<file path="src/rtl/boost_duty_ctrl_if.sv">
// boost_duty_ctrl_if
//   Groups the run/target/fault controls and the PWM-facing outputs of
//   boost_duty_ctrl. DW must match the DW of the controller it is bound to.
//   master : drives en, d_target, fault, fault_clr; observes the outputs
//   slave  : the controller side
interface boost_duty_ctrl_if #(
  parameter int DW = 10
);
  logic          en;
  logic [DW-1:0] d_target;
  logic          fault;
  logic          fault_clr;
  logic [DW-1:0] d_out;
  logic          pwm_en;
  logic          period_start;
  logic          at_target;
  logic          fault_latched;
  logic [1:0]    state;

  modport master (
    output en, d_target, fault, fault_clr,
    input  d_out, pwm_en, period_start, at_target, fault_latched, state
  );

  modport slave (
    input  en, d_target, fault, fault_clr,
    output d_out, pwm_en, period_start, at_target, fault_latched, state
  );
endinterface

</file>
<file path="src/rtl/boost_duty_ctrl.sv">
// boost_duty_ctrl
//   Soft-start and protection sequencer for the boost converter PWM stage.
//   Ramps duty from 0 to min(d_target, MAX_DUTY), follows later target
//   changes, and forces duty to 0 on disable or fault. Duty only moves at
//   period boundaries so the PWM never sees a mid-period step.
// Ports
//   clk                 in   system clock
//   rst                 in   asynchronous reset, active-high
//   bus.en              in   converter run request
//   bus.d_target[DW]    in   requested duty, counts
//   bus.fault           in   overcurrent/overvoltage level, synchronous to clk
//   bus.fault_clr       in   fault acknowledge
//   bus.d_out[DW]       out  duty to the PWM d input
//   bus.pwm_en          out  PWM enable (RAMP or RUN)
//   bus.period_start    out  strobe on the last cycle of each PWM period
//   bus.at_target       out  high in RUN
//   bus.fault_latched   out  high in FAULT
//   bus.state[2]        out  current state encoding
//
// state | meaning
// IDLE  | converter off, duty 0, waiting for en
// RAMP  | stepping duty up by STEP every STEP_PERIODS periods toward target
// RUN   | duty at target; follows decreases directly, increases via RAMP
// FAULT | duty 0, PWM off until fault_clr with fault and en both low
module boost_duty_ctrl #(
  parameter int PERIOD       = 100,
  parameter int DW           = 10,
  parameter int MAX_DUTY     = 90,
  parameter int STEP         = 1,
  parameter int STEP_PERIODS = 4
) (
  input  logic              clk,
  input  logic              rst,
  boost_duty_ctrl_if.slave  bus
);

  localparam int PW = (PERIOD > 1) ? $clog2(PERIOD) : 1;
  localparam int SW = (STEP_PERIODS > 1) ? $clog2(STEP_PERIODS) : 1;

  typedef enum logic [1:0] {
    IDLE  = 2'd0,
    RAMP  = 2'd1,
    RUN   = 2'd2,
    FAULT = 2'd3
  } state_t;

  state_t        state_q;
  logic [PW-1:0] cnt_q;
  logic          period_start_q;
  logic [SW-1:0] step_q;
  logic [DW-1:0] d_q;
  logic          pwm_en_q;
  logic          at_target_q;
  logic          fault_latched_q;

  logic [DW-1:0] tgt;
  logic [DW:0]   ramp_sum;
  logic [DW-1:0] ramp_d;

  assign tgt      = (bus.d_target > DW'(MAX_DUTY)) ? DW'(MAX_DUTY) : bus.d_target;
  // One extra bit so the add cannot wrap before the saturation compare.
  assign ramp_sum = {1'b0, d_q} + (DW+1)'(STEP);
  assign ramp_d   = (ramp_sum >= {1'b0, tgt}) ? tgt : ramp_sum[DW-1:0];

  // period_start is registered from the pre-wrap count so that it is high
  // exactly while cnt_q == PERIOD-1.
  always_ff @(posedge clk or posedge rst) begin
    if (rst) begin
      cnt_q          <= '0;
      period_start_q <= 1'b0;
    end else begin
      if (cnt_q == PW'(PERIOD-1)) begin
        cnt_q <= '0;
      end else begin
        cnt_q <= cnt_q + PW'(1);
      end
      period_start_q <= (cnt_q == PW'(PERIOD-2));
    end
  end

  // Outputs are written alongside each state change so they stay registered
  // and always consistent with state_q.
  always_ff @(posedge clk or posedge rst) begin
    if (rst) begin
      state_q         <= IDLE;
      d_q             <= '0;
      step_q          <= '0;
      pwm_en_q        <= 1'b0;
      at_target_q     <= 1'b0;
      fault_latched_q <= 1'b0;
    end else if (bus.fault) begin
      state_q         <= FAULT;
      d_q             <= '0;
      pwm_en_q        <= 1'b0;
      at_target_q     <= 1'b0;
      fault_latched_q <= 1'b1;
    end else if (!bus.en && state_q != FAULT) begin
      // Disable is immediate; it does not wait for a period boundary.
      state_q     <= IDLE;
      d_q         <= '0;
      pwm_en_q    <= 1'b0;
      at_target_q <= 1'b0;
    end else begin
      unique case (state_q)
        IDLE: begin
          state_q  <= RAMP;
          d_q      <= '0;
          step_q   <= '0;
          pwm_en_q <= 1'b1;
        end
        RAMP: begin
          if (period_start_q) begin
            if (d_q >= tgt) begin
              d_q         <= tgt;
              state_q     <= RUN;
              at_target_q <= 1'b1;
            end else if (step_q == SW'(STEP_PERIODS-1)) begin
              d_q    <= ramp_d;
              step_q <= '0;
            end else begin
              step_q <= step_q + SW'(1);
            end
          end
        end
        RUN: begin
          if (period_start_q) begin
            if (tgt < d_q) begin
              d_q <= tgt;
            end else if (tgt > d_q) begin
              state_q     <= RAMP;
              step_q      <= '0;
              at_target_q <= 1'b0;
            end
          end
        end
        FAULT: begin
          // fault is already known low here; en must be low too.
          if (bus.fault_clr && !bus.en) begin
            state_q         <= IDLE;
            fault_latched_q <= 1'b0;
          end
        end
        default: begin
          state_q <= IDLE;
        end
      endcase
    end
  end

  assign bus.d_out         = d_q;
  assign bus.pwm_en        = pwm_en_q;
  assign bus.period_start  = period_start_q;
  assign bus.at_target     = at_target_q;
  assign bus.fault_latched = fault_latched_q;
  assign bus.state         = state_q;

endmodule

</file>
<file path="src/flat_wrapper.sv">
// flat-port wrapper written by rule: the top's interface ports become plain ports
module boost_duty_ctrl_flat 
#(
  parameter int PERIOD       = 100,
  parameter int DW           = 10,
  parameter int MAX_DUTY     = 90,
  parameter int STEP         = 1,
  parameter int STEP_PERIODS = 4
)
  (clk, rst, bus_en, bus_d_target, bus_fault, bus_fault_clr, bus_d_out, bus_pwm_en, bus_period_start, bus_at_target, bus_fault_latched, bus_state);
  boost_duty_ctrl_if #(.DW(DW)) bus_i ();
  input  logic clk;
  input  logic rst;
  input wire logic [$bits(bus_i.en)-1:0] bus_en;
  input wire logic [$bits(bus_i.d_target)-1:0] bus_d_target;
  input wire logic [$bits(bus_i.fault)-1:0] bus_fault;
  input wire logic [$bits(bus_i.fault_clr)-1:0] bus_fault_clr;
  output wire logic [$bits(bus_i.d_out)-1:0] bus_d_out;
  output wire logic [$bits(bus_i.pwm_en)-1:0] bus_pwm_en;
  output wire logic [$bits(bus_i.period_start)-1:0] bus_period_start;
  output wire logic [$bits(bus_i.at_target)-1:0] bus_at_target;
  output wire logic [$bits(bus_i.fault_latched)-1:0] bus_fault_latched;
  output wire logic [$bits(bus_i.state)-1:0] bus_state;
  assign bus_i.en = bus_en;
  assign bus_i.d_target = bus_d_target;
  assign bus_i.fault = bus_fault;
  assign bus_i.fault_clr = bus_fault_clr;
  assign bus_d_out = bus_i.d_out;
  assign bus_pwm_en = bus_i.pwm_en;
  assign bus_period_start = bus_i.period_start;
  assign bus_at_target = bus_i.at_target;
  assign bus_fault_latched = bus_i.fault_latched;
  assign bus_state = bus_i.state;
  boost_duty_ctrl #(.PERIOD(PERIOD), .DW(DW), .MAX_DUTY(MAX_DUTY), .STEP(STEP), .STEP_PERIODS(STEP_PERIODS)) u_core (.clk(clk), .rst(rst), .bus(bus_i));
endmodule
</file>
<file path="config.mk">
export PLATFORM = sky130hd
export DESIGN_NAME = boost_duty_ctrl_flat
export DESIGN_NICKNAME = d
export VERILOG_FILES = /design/src/rtl/boost_duty_ctrl_if.sv /design/src/rtl/boost_duty_ctrl.sv /design/src/flat_wrapper.sv
export SDC_FILE = /design/constraint.sdc
export NUM_CORES = 1
export LEC_CHECK = 0
export CORE_UTILIZATION = 45
export CTS_BUF_LIST = sky130_fd_sc_hd__clkbuf_16
export CTS_CLUSTER_DIAMETER = 40
export DETAILED_ROUTE_END_ITERATION = 16
export PLACE_DENSITY_LB_ADDON = 0.12
export SLEW_MARGIN = 25
export SYNTH_ARGS = -nofsm -noshare
export SYNTH_HDL_FRONTEND = slang
export SYNTH_SLANG_ARGS = --single-unit
</file>
<file path="constraint.sdc">
create_clock -name clk -period 6.9 [get_ports clk]
set_input_delay 1.38 -clock clk [delete_from_list [all_inputs] [get_ports clk]]
set_output_delay 1.38 -clock clk [all_outputs]
set_load 0.05 [all_outputs]
</file>
# After elaboration in Yosys (flattened, before gate mapping)
# Cells that the tools add are included.
# W data, S select, Z words.
dict set report classes {
  addsub 3
  magnitude_cmp 5
  n_eq_ne 21
  mux 42
  bitwise_logic 2
  n_reduce_logical 15
}
# op count
set op_table {}
lappend op_table {{$mux W10} 9}
lappend op_table {{$pmux W10 S3} 1}
lappend op_table {{$mux W2} 14}
lappend op_table {{$ne A4 B2 Y1 const B} 6}
lappend op_table {{$eq A7 B7 Y1 const B} 2}
lappend op_table {{$mux W1} 14}
lappend op_table {{$reduce_and A6 Y1} 2}
lappend op_table {{$add A10 B1 Y11 const B} 1}
lappend op_table {{$ge A11 B10 Y1} 1}
lappend op_table {{$ge A10 B10 Y1} 1}
lappend op_table {{$gt A10 B10 Y1} 1}
lappend op_table {{$gt A10 B7 Y1 const B} 1}
lappend op_table {{$lt A10 B10 Y1} 1}
lappend op_table {{$ne A2 B2 Y1 const B} 4}
lappend op_table {{$pmux W2 S4} 1}
lappend op_table {{$reduce_and A8 Y1} 1}
lappend op_table {{$add A7 B1 Y7 const B} 1}
lappend op_table {{$mux W7} 1}
lappend op_table {{$eq A2 B2 Y1 const B} 3}
lappend op_table {{$ne A2 B1 Y1 const B} 3}
lappend op_table {{$pmux W2 S3} 1}
lappend op_table {{$reduce_bool A3 Y1} 2}
lappend op_table {{$ne A5 B2 Y1 const B} 1}
lappend op_table {{$reduce_and A5 Y1} 1}
lappend op_table {{12 further kinds} 15}
dict set report totals {
  register_bits 25
  output_inout_bits 16
}

# Logic depth before layout (Yosys ltp)
# Gate-level depths: netlist of run 1.
dict set report depth {
  word_depth 10
  mapped_depth 16
  ltp_nobuf 14
}

# Worst setup path before layout of run 1
# Ideal clock, no wire load.
dict set report synth_timing {
  kind {input to register}
  start {input bus_d_target[0]}
  end {register u_core.d_q[6] (netlist: u_core.bus.d_out[6])}
  setup_time_ps 89
  arrival_time_ps 4684
  required_ps 6811
  slack_ps 2127
  path_stages 16
  n_path_buf 2
  cell_sequence {a21oi_1 -> o21ai_0 -> a2111oi_0 -> nor2b_1 -> inv_1 -> ha_1 -> nand3_1 -> a311oi_1 -> nand4_1 -> a211o_1 -> o311a_1 -> buf_6 -> or4_4 -> buf_6 -> a21o_1 -> o211ai_1}
}
dict set report synth_between {
  elab_chain_cells 10
  word_cells_on_any_way 17
  classes_between {order compare (4); eq/ne (2); mux (10); reduce/logical (1)}
}
# item line
set synth_rtl {}
lappend synth_rtl {{start: declaration} flat_wrapper.sv:15} ;# input wire logic [$bits(bus_i.d_target)-1:0] bus_d_target;
lappend synth_rtl {{$gt A10 B7 Y1} boost_duty_ctrl.sv:60} ;# assign tgt = (bus.d_target > DW'(MAX_DUTY)) ? DW'(MAX_DUTY) : bus.d_target;
lappend synth_rtl {{$mux W10 (*)} boost_duty_ctrl.sv:60}
lappend synth_rtl {{$ge A11 B10 Y1} boost_duty_ctrl.sv:63} ;# assign ramp_d = (ramp_sum >= {1'b0, tgt}) ? tgt : ramp_sum[DW-1:0];
lappend synth_rtl {{$mux W10} boost_duty_ctrl.sv:63}
lappend synth_rtl {{$mux W10} boost_duty_ctrl.sv:117} ;# end else if (step_q == SW'(STEP_PERIODS-1)) begin
lappend synth_rtl {{$mux W10} boost_duty_ctrl.sv:113} ;# if (d_q >= tgt) begin
lappend synth_rtl {{$mux W10} boost_duty_ctrl.sv:112} ;# if (period_start_q) begin
lappend synth_rtl {{$pmux W10 S3} boost_duty_ctrl.sv:104} ;# unique case (state_q)
lappend synth_rtl {{$mux W10} boost_duty_ctrl.sv:97} ;# end else if (!bus.en && state_q != FAULT) begin
lappend synth_rtl {{$mux W10} boost_duty_ctrl.sv:91} ;# end else if (bus.fault) begin
lappend synth_rtl {{end signal: assignment} boost_duty_ctrl.sv:114} ;# d_q <= tgt;
lappend synth_rtl {{end signal: assignment} boost_duty_ctrl.sv:118} ;# d_q <= ramp_d;
lappend synth_rtl {{end signal: assignment} boost_duty_ctrl.sv:128} ;# d_q <= tgt;
lappend synth_rtl {{end: declaration} boost_duty_ctrl.sv:51} ;# logic [DW-1:0] d_q;
# Every way passes the cells marked *; elsewhere a longest branch is shown, timed or not. The select of a mux whose other input is x is not followed.
# A chain may end at the register's enable or synchronous reset.

# Worst setup path after layout of run 1
dict set report layout_timing {
  start {input bus_d_target[5]}
  end {register u_core.d_q[5] (netlist: u_core.bus.d_out[5])}
}
# Same word-level chain as after synthesis.

==> results of run 1 <==
flip-flops by register name, indices dropped and copies added, names as in the netlist:
signal and flops:
u_core.bus.state 2, u_core.bus.pwm_en 1, u_core.bus.fault_latched 1, u_core.bus.d_out 10, u_core.bus.period_start 1, u_core.cnt_q 7
u_core.step_q 2, u_core.bus.at_target 1
Yosys cell counts, types with 3 or more instances:
| cell | n | share of area |
|---|---|---|
| inv_1 | 23 | 0.041 |
| o31ai_1 | 3 | 0.011 |
| nor2_1 | 16 | 0.029 |
| ha_1 | 26 | 0.16 |
| o211ai_1 | 5 | 0.018 |
| nand3_1 | 14 | 0.034 |
| nand2b_1 | 10 | 0.030 |
| dfrtp_1 | 25 | 0.30 |
| mux2i_1 | 6 | 0.029 |
| xnor2_1 | 9 | 0.038 |
| and3_1 | 4 | 0.012 |
| nand2_1 | 27 | 0.049 |
| a21oi_1 | 10 | 0.024 |
| nor2b_1 | 7 | 0.021 |
| o21ai_0 | 4 | 0.0096 |
| a21o_1 | 9 | 0.032 |
worst max-delay path, cell delays in order:
cell and delay [ns]:
clkdlybuf4s50_1 0.46, inv_1 0.14, o21ai_0 0.11, a2111oi_1 0.73, nor2b_1 0.31, inv_1 0.07
ha_1 0.29, nand3_1 0.09, a311oi_1 0.37, nand4_1 0.20, a211o_1 0.32, o311a_1 0.27
or4_4 0.55, nand2b_1 0.18, o211ai_1 0.09
worst paths after layout:
path,startpoint,to,slack (ns)
hold reg to reg,u_core.bus.fault_latched$_DFFE_PP0P_,u_core.bus.fault_latched$_DFFE_PP0P_,0.48
setup reg to reg,u_core.bus.d_out[0]$_DFFE_PP0P_,u_core.bus.d_out[0]$_DFFE_PP0P_,3.28
min in group asynchronous,rst,u_core.bus.pwm_en$_DFFE_PP0P_,1.48
setup / recovery,bus_d_target[5],u_core.bus.d_out[5]$_DFFE_PP0P_,1.51
max in group asynchronous,rst,u_core.bus.d_out[3]$_DFFE_PP0P_,5.06
hold / removal,u_core.bus.fault_latched$_DFFE_PP0P_,u_core.bus.fault_latched$_DFFE_PP0P_,0.48
through the flow:
stage | utilization | setup WS, ns | hold slack (ns) | cells | total power, mW
after floorplan | - | 2.127 | 0.4479 | 245 | 0.3473
after global placement | 0.5524 | 1.252 | 0.4595 | 324 | 0.4040
after detailed placement | 0.5524 | 1.076 | 0.4670 | 324 | 0.4057
after CTS | 0.5714 | 1.338 | 0.4828 | 328 | 0.5438
after global routing | 0.5717 | 1.094 | 0.5057 | 328 | 0.5712
final | 0.5717 | 1.512 | 0.4780 | 328 | 0.5422
cell type report:
type,count,share of cell area
multi-input cells,193,0.5379
flip-flops and latches,25,0.2479
inverters,24,0.03619
well taps,52,0.02578
clock inverters,1,0.003471
repair buffers,30,0.1190
clock buffers,3,0.02975
per-layer routing:
metal  vias to the layer above  global-route usage  part of all wire
met5                         -                   0                 0
met4                         0             0.04889             0.012
met3                         4             0.04185             0.045
met2                        39              0.3109              0.45
met1                       809              0.2814              0.49
li1                        916                   -                 -
where the power goes:
part / switching (mW) / total, mW / internal (mW) / leakage, nW
Combinational: 0.134 / 0.223 / 0.0894 / 0.759
Sequential: 0.0188 / 0.182 / 0.163 / 0.323
Clock: 0.0573 / 0.137 / 0.0802 / 0.0415
Total: 0.210 / 0.542 / 0.333 / 1.12
cells by family after synthesis:
family	Yosys count
flops	25
simple gates	94
xor+xnor	10
compound gates	49
mux	7
buf+inv	27
other cells	2
fa+ha+maj	27
==> out/results.ini, run 1 <==
[status]
status = complete, no violations

[placed_design]
dpl-instance-area_um2 = 2439
port_buffers = 30
gp_congestion = 0.8843
dp_hpwl_um = 3584

[drt]
drt_iter0_markers = 104
route.detailed.drc = 0
first_pass_iters = 4
viasPerCell = 5.390
antenna_left = 0
drt-wirelength-per-cell_um = 13.93
wl_um = 4568
vias = 1768

[clock_tree]
clkTransAtPathRegs_ns = 0.07
cts_max_level = 1
post_cts_resized = 0
clock_path_buffers = 2
hold_buffers = 0
cts_tree = done
root_buffer = clkbuf_16
cts_inserted_buffers = 3
worstSkewPairLatency_ns = 0.26
cts_setup_buffers = 0
clkSinkCount = 25

[timing]
final.period_utilization = 0.7809
drv_slew = 0
clock_skew_ns = 0.002890
fmax_ghz = 0.1856
setup-tns-final_ns = 0
layout_min_cycle_time_ns = 5.388
finalHoldViolCount = 0
slew_headroom = 0.5052
worst_pin_slew_ns = 0.7404
finalSetupViolCount = 0
rsz0062_at_grt = no

[synth]
synth_compound_area_frac = 0.1669
async_flop_share = 1.000
synth_top_family_by_area = simple AND/OR/NAND/NOR gates
synth_edf_count = 0
syn_area_per_cell_um2 = 8.649
muxShareOfSynthArea = 0.03421
ys_seq_area_frac = 0.3001
syn_inst = 241
synth_cell_types = 48
synthesis.area_um2 = 2084
synth_xor_xnor_area_share = 0.04862
yosys.area_share.simple = 0.2287
synthFlopType = dfrtp_1
ys_ff_latch = 25
yosysWarnings = 0
yosys.area_share.adder = 0.1615

[global_route]
grt_pass1_vias = 1632
grt_max_degree = 26
overflow = 0
grt_pass1_wl_um = 7790
grt.total_usage = 0.1993
antenna_found_initial = 0

[die]
num_rows = 24
die_y_um = 70.06
ios = 31
start_util = 0.4722
die_width_um = 70.06
die-area_um2 = 4908
core_area_um2 = 4414

[hold_path]
min_path_cells = 1
min_path_type = register to register

[critical_path]
r2r_cells = 12
critPathKind = input port to register
crit_path_end_kind = register
cp.arrival_ns = 5.56
path_max_fanout = 10
cp.required_ns = 7.07
critPathLaunchType = input port

[final_layout]
regArea_um2 = 625.6
drive_gt1_frac = 0.05435
fillerInstances = 401
finalNetCount = 318
multi_input_area_um2 = 1358
postLayoutCellArea_um2 = 2524
diodes = 0
final_cell_mix = 30 x clkdlybuf4s50_1, 27 x nand2_1, 26 x ha_1
area_delta_synth_final_pct = 21.07
final_common_cell = clkdlybuf4s50_1

[power_and_ir_drop]
power.density_nw_per_um2 = 214.8
ir_drop_mv = 0.1687
p_leak_nw = 1.123

[job]
max-cap-violations = 0

No activity file was read; power rests on OpenSTA's default activity.
==> run 2: changes to the inputs <==
==> constraint.sdc (replaced) <==
create_clock -name clk -period 4.9 [get_ports clk]
set_input_delay 0.98 -clock clk [delete_from_list [all_inputs] [get_ports clk]]
set_output_delay 0.98 -clock clk [all_outputs]
set_load 0.05 [all_outputs]
==> out/results.ini, run 2 (synthesis gave the netlist of run 1 again) <==
[critical_path]
cp.required_ns = 5.08
cp-startpoint = bus_d_target[5]
crit_path_frequent_cell = inv_1
critPathSlowestCell = or4_4
cp_cell_sequence = clkdlybuf4s50_1 -> inv_1 -> o21ai_0 -> a2111oi_2 -> buf_4 -> nor2b_1 -> inv_1 -> ha_1 -> nand3_1 -> a311oi_2 -> nand4_1 -> a211o_1 -> o311a_1 -> or4_4 -> nand2b_1 -> o211ai_1
r2r-start = u_core.bus.d_out[0]$_DFFE_PP0P_
critPathTopFamily = compound AO/OA/AOI/OAI gates
critPathLaunchType = input port
path_buf_inv = 4
path_max_fanout = 10
crit_path_end_kind = register
cp.arrival_ns = 4.65
critPathKind = input port to register
cp_slowest_stage_delay_ns = 0.50

[hold_path]
min_path_type = register to register
min_from = u_core.bus.fault_latched$_DFFE_PP0P_

[clock_tree]
root_buffer = clkbuf_16
worstSkewPairLatency_ns = 0.26
hold_buffers = 0
clock_path_buffers = 2
cts_inserted_buffers = 3
cts_max_level = 1
cts_tree = done
clkTransAtPathRegs_ns = 0.07
clkSinkCount = 25

[power_and_ir_drop]
pwr-share-seq = 0.330
p_leak_nw = 1.146
power.density_nw_per_um2 = 300.6
combPwrFrac = 0.422
power_frac_clock = 0.247
p_int_mw = 0.4741
ir_drop_mv = 0.2066
p_sw_frac = 0.3862
total_power_mw = 0.7724
p_sw_mw = 0.2983

[final_layout]
final_common_cell = clkdlybuf4s50_1
final_util = 0.5822
finalNetCount = 322
area_delta_synth_final_pct = 23.29
diodes = 0
final_cell_mix = 30 x clkdlybuf4s50_1, 27 x nand2_1, 26 x ha_1
drive_gt1_frac = 0.07857
largest_reg_flops = 10
stdcell_count = 332

[drt]
viasPerCell = 5.425
drt_iter0_markers = 42
route.detailed.drc = 0
drt-wirelength-per-cell_um = 13.72
wl_um = 4555
first_pass_iters = 4
antenna_left = 0
vias = 1801

[die]
core_area_um2 = 4414
die_width_um = 70.06
die_y_um = 70.06
num_rows = 24
ios = 31
start_util = 0.4722
die-area_um2 = 4908

[timing]
slew_headroom = 0.6384
finalHoldViolCount = 0
finalSetupViolCount = 0
drv_slew = 0
fmax_ghz = 0.2240
final.period_utilization = 0.9112
rsz0062_at_grt = no
layout_min_cycle_time_ns = 4.465
setup-tns-final_ns = 0
fin_hold_ws_ns = 0.4789
worst_pin_slew_ns = 0.5416
clock_skew_ns = 0.002652

[placed_design]
gp_congestion = 0.8971
port_buffers = 30
dp_hpwl_um = 3539
placedCellCount = 328

[status]
status = complete, no violations

[global_route]
grt.total_usage = 0.2045
grt_pass1_wl_um = 7948
overflow = 0
grt_max_degree = 26
grt_pass1_vias = 1742
antenna_found_initial = 0

[job]
max-cap-violations = 0

## run 2: cell types whose count changed in the layout (fill, tap and decap cells not counted), sizes merged
cell | before | now
buf | 0 | 4
## run 2: worst paths after layout
kind | to | slack [ns] | depth (start not counted)
setup reg to reg | u_core.bus.d_out[4]$_DFFE_PP0P_ | 1.46 | 12
setup / recovery | u_core.bus.d_out[4]$_DFFE_PP0P_ | 0.44 | 16
hold / removal | u_core.bus.fault_latched$_DFFE_PP0P_ | 0.48 | 1
max in group asynchronous | u_core.bus.d_out[6]$_DFFE_PP0P_ | 3.45 | 2
min in group asynchronous | u_core.cnt_q[4]$_DFF_PP0_ | 1.08 | 2
hold reg to reg | u_core.bus.fault_latched$_DFFE_PP0P_ | 0.48 | 1
## run 2: repair_timing
item / CTS / global route
gates resized for setup: 0 / 4
setup buffers: 0 / 0
endpoints found under the setup margin: 0 / 12
## run 2: final cells by class
| type | instances | area (um^2) |
|---|---|---|
| well taps | 52 | 65.06 |
| repair buffers | 34 | 330.3 |
| flip-flops and latches | 25 | 625.6 |
| inverters | 24 | 91.34 |
| clock inverters | 1 | 8.758 |
| fillers | 408 | 1844 |
| multi-input cells | 193 | 1374 |
| clock buffers | 3 | 75.07 |
## run 2: per-layer routing
layer | vias up | part of all wire | routed length, um | track usage
met4 | 0 | 0.011 | 51 | 0.05333
met3 | 4 | 0.031 | 141 | 0.03896
met5 | - | 0 | 0 | 0
li1 | 923 | - | - | -
met2 | 39 | 0.44 | 2017 | 0.3194
met1 | 835 | 0.51 | 2344 | 0.2896
## run 2: through the flow
stage	setup slack [ns]	area (um^2)
2_1_floorplan	0.5267	2100
3_3_place_gp	0.1905	2469
3_5_place_dp	0.05583	2469
4_1_cts	0.2914	2552
5_1_grt	0.004467	2570
6_report	0.4352	2570
## run 2: worst reg2reg max path, cell delays in order, from the launching register on
cell	delay, ns
dfrtp_1	0.50
ha_1	0.33
and3_1	0.23
nand3_1	0.10
xnor2_1	0.24
ha_1	0.29
a21o_1	0.19
a221o_1	0.35
a21oi_1	0.12
o31ai_1	0.12
or4_4	0.61
nand2b_1	0.18
o211ai_1	0.09
## run 2: power by group through the flow
stage	combinational [mW]	clock (mW)	sequential (mW)
global route	0.360	0.205	0.259
detailed placement	0.320	0	0.260
floorplan	0.179	0	0.310
global placement	0.316	0	0.259
CTS	0.321	0.196	0.256
finish	0.326	0.191	0.255
==> run 3: changes to the inputs <==
--- a/config.mk
+++ b/config.mk
@@ -5,11 +5,12 @@
 export SDC_FILE = /design/constraint.sdc
 export NUM_CORES = 1
 export LEC_CHECK = 0
+export CORE_ASPECT_RATIO = 1.4
 export CORE_UTILIZATION = 45
 export CTS_BUF_LIST = sky130_fd_sc_hd__clkbuf_16
 export CTS_CLUSTER_DIAMETER = 40
 export DETAILED_ROUTE_END_ITERATION = 16
-export PLACE_DENSITY_LB_ADDON = 0.12
+export PLACE_DENSITY_LB_ADDON = 0.05
 export SLEW_MARGIN = 25
 export SYNTH_ARGS = -nofsm -noshare
 export SYNTH_HDL_FRONTEND = slang
==> out/results.ini, run 3 (synthesis gave the netlist of run 1 again) <==
[status]
status = complete, no violations

[final_layout]
largest_reg_flops = 10
drive_gt1_frac = 0.07801
finalNetCount = 324
final_util = 0.5945
diodes = 0
fillerInstances = 417
final_common_cell = clkdlybuf4s50_1
final_cell_mix = 30 x clkdlybuf4s50_1, 27 x nand2_1, 26 x ha_1
area_delta_synth_final_pct = 23.89

[global_route]
grt_pass1_wl_um = 7755
overflow = 0
grt_max_degree = 26
grt.total_usage = 0.2062
grt_pass1_vias = 1785
antenna_found_initial = 0

[job]
max-cap-violations = 0

[placed_design]
gp_congestion = 0.8243
dp_hpwl_um = 3613
port_buffers = 30

[timing]
worst_pin_slew_ns = 0.5178
finalSetupViolCount = 0
setup-tns-final_ns = 0
layout_min_cycle_time_ns = 4.498
finalHoldViolCount = 0
clock_skew_ns = 0.002089
rsz0062_at_grt = no
fmax_ghz = 0.2223
slew_headroom = 0.6543
drv_slew = 0
final.period_utilization = 0.9179

[clock_tree]
root_buffer = clkbuf_16
cts_setup_buffers = 0
cts_inserted_buffers = 3
cts_tree = done
clkTransAtPathRegs_ns = 0.06
hold_buffers = 0
clkSinkCount = 25
worstSkewPairLatency_ns = 0.26
cts_max_level = 1
clock_path_buffers = 2

[drt]
route.detailed.drc = 0
first_pass_iters = 4
wl_um = 4500
drt-wirelength-per-cell_um = 13.16
antenna_left = 0
viasPerCell = 5.249
drt_iter0_markers = 43
vias = 1795

[die]
start_util = 0.4798
ios = 31
die-area_um2 = 4912
die_width_um = 59.52
core_area_um2 = 4344
die_y_um = 82.53
num_rows = 28

[power_and_ir_drop]
ir_drop_mv = 0.1959
p_leak_nw = 1.151
power.density_nw_per_um2 = 294.8

[critical_path]
path_max_fanout = 10
cp.required_ns = 5.07
r2r_setup_slack_ns = 1.46
cp.arrival_ns = 4.67
crit_path_end_kind = register
critPathKind = input port to register
critPathLaunchType = input port

[hold_path]
min_path_type = register to register

-- run 3: repair_timing --
item	CTS	global route
gates resized for setup	0	2
endpoints found under the setup margin	0	5
endpoints found under the hold margin	0	0
-- run 3: final timing paths --
| path | cells past startpoint | startpoint | endpoint |
|---|---|---|---|
| setup reg to reg | 12 | u_core.bus.d_out[0]$_DFFE_PP0P_ | u_core.bus.d_out[5]$_DFFE_PP0P_ |
| hold reg to reg | 1 | u_core.bus.fault_latched$_DFFE_PP0P_ | u_core.bus.fault_latched$_DFFE_PP0P_ |
| min in group asynchronous | 2 | rst | u_core.bus.d_out[3]$_DFFE_PP0P_ |
| max in group asynchronous | 2 | rst | u_core.bus.d_out[6]$_DFFE_PP0P_ |
| hold / removal | 1 | u_core.bus.fault_latched$_DFFE_PP0P_ | u_core.bus.fault_latched$_DFFE_PP0P_ |
| setup / recovery | 16 | bus_d_target[5] | u_core.bus.d_out[5]$_DFFE_PP0P_ |
-- run 3: critical path: stages --
cell,delay (ns)
clkdlybuf4s50_1,0.45
inv_1,0.14
o21ai_0,0.10
a2111oi_1,0.39
buf_4,0.19
nor2b_1,0.18
inv_1,0.07
ha_1,0.29
nand3_1,0.10
a311oi_1,0.30
nand4_1,0.23
a211o_1,0.33
o311a_1,0.14
or4_4,0.49
nand2b_1,0.17
o211ai_1,0.09
-- run 3: per-layer routing --
metal  GRT usage  share of wire  vias up
met5           0              0        -
met4     0.08372          0.020        0
met3     0.01869          0.021       10
met2      0.3798           0.50       31
met1      0.2410           0.46      835
li1            -              -      919
-- run 3: report_power, final --
part | switching (mW) | internal, mW | leakage [nW] | total, mW
registers | 0.0264 | 0.230 | 0.323 | 0.256
clock network | 0.0729 | 0.111 | 0.0371 | 0.184
logic | 0.190 | 0.131 | 0.792 | 0.322
total | 0.290 | 0.472 | 1.15 | 0.761
-- run 3: layout make-up --
cell class / instances / area (um^2) / share of cell area
multi-input cells: 193 / 1363 / 0.5276
flip-flops and latches: 25 / 625.6 / 0.2422
repair buffers: 36 / 345.3 / 0.1337
inverters: 24 / 91.34 / 0.03537
clock buffers: 3 / 75.07 / 0.02907
well taps: 60 / 75.07 / 0.02907
clock inverters: 1 / 7.507 / 0.002907
-- run 3: stage by stage --
step                cell area, um^2  instances  hold slack, ns  total power [mW]  setup slack, ns
global placement               2494        338          0.4711            0.5769           0.1909
detailed placement             2494        338          0.4691            0.5767           0.1110
floorplan                      2100        245          0.4479            0.4890           0.5267
global route                   2582        342          0.5066            0.8093          0.04311
finish                         2582        342          0.4820            0.7614           0.4025
CTS                            2576        342          0.4854            0.7668           0.3496
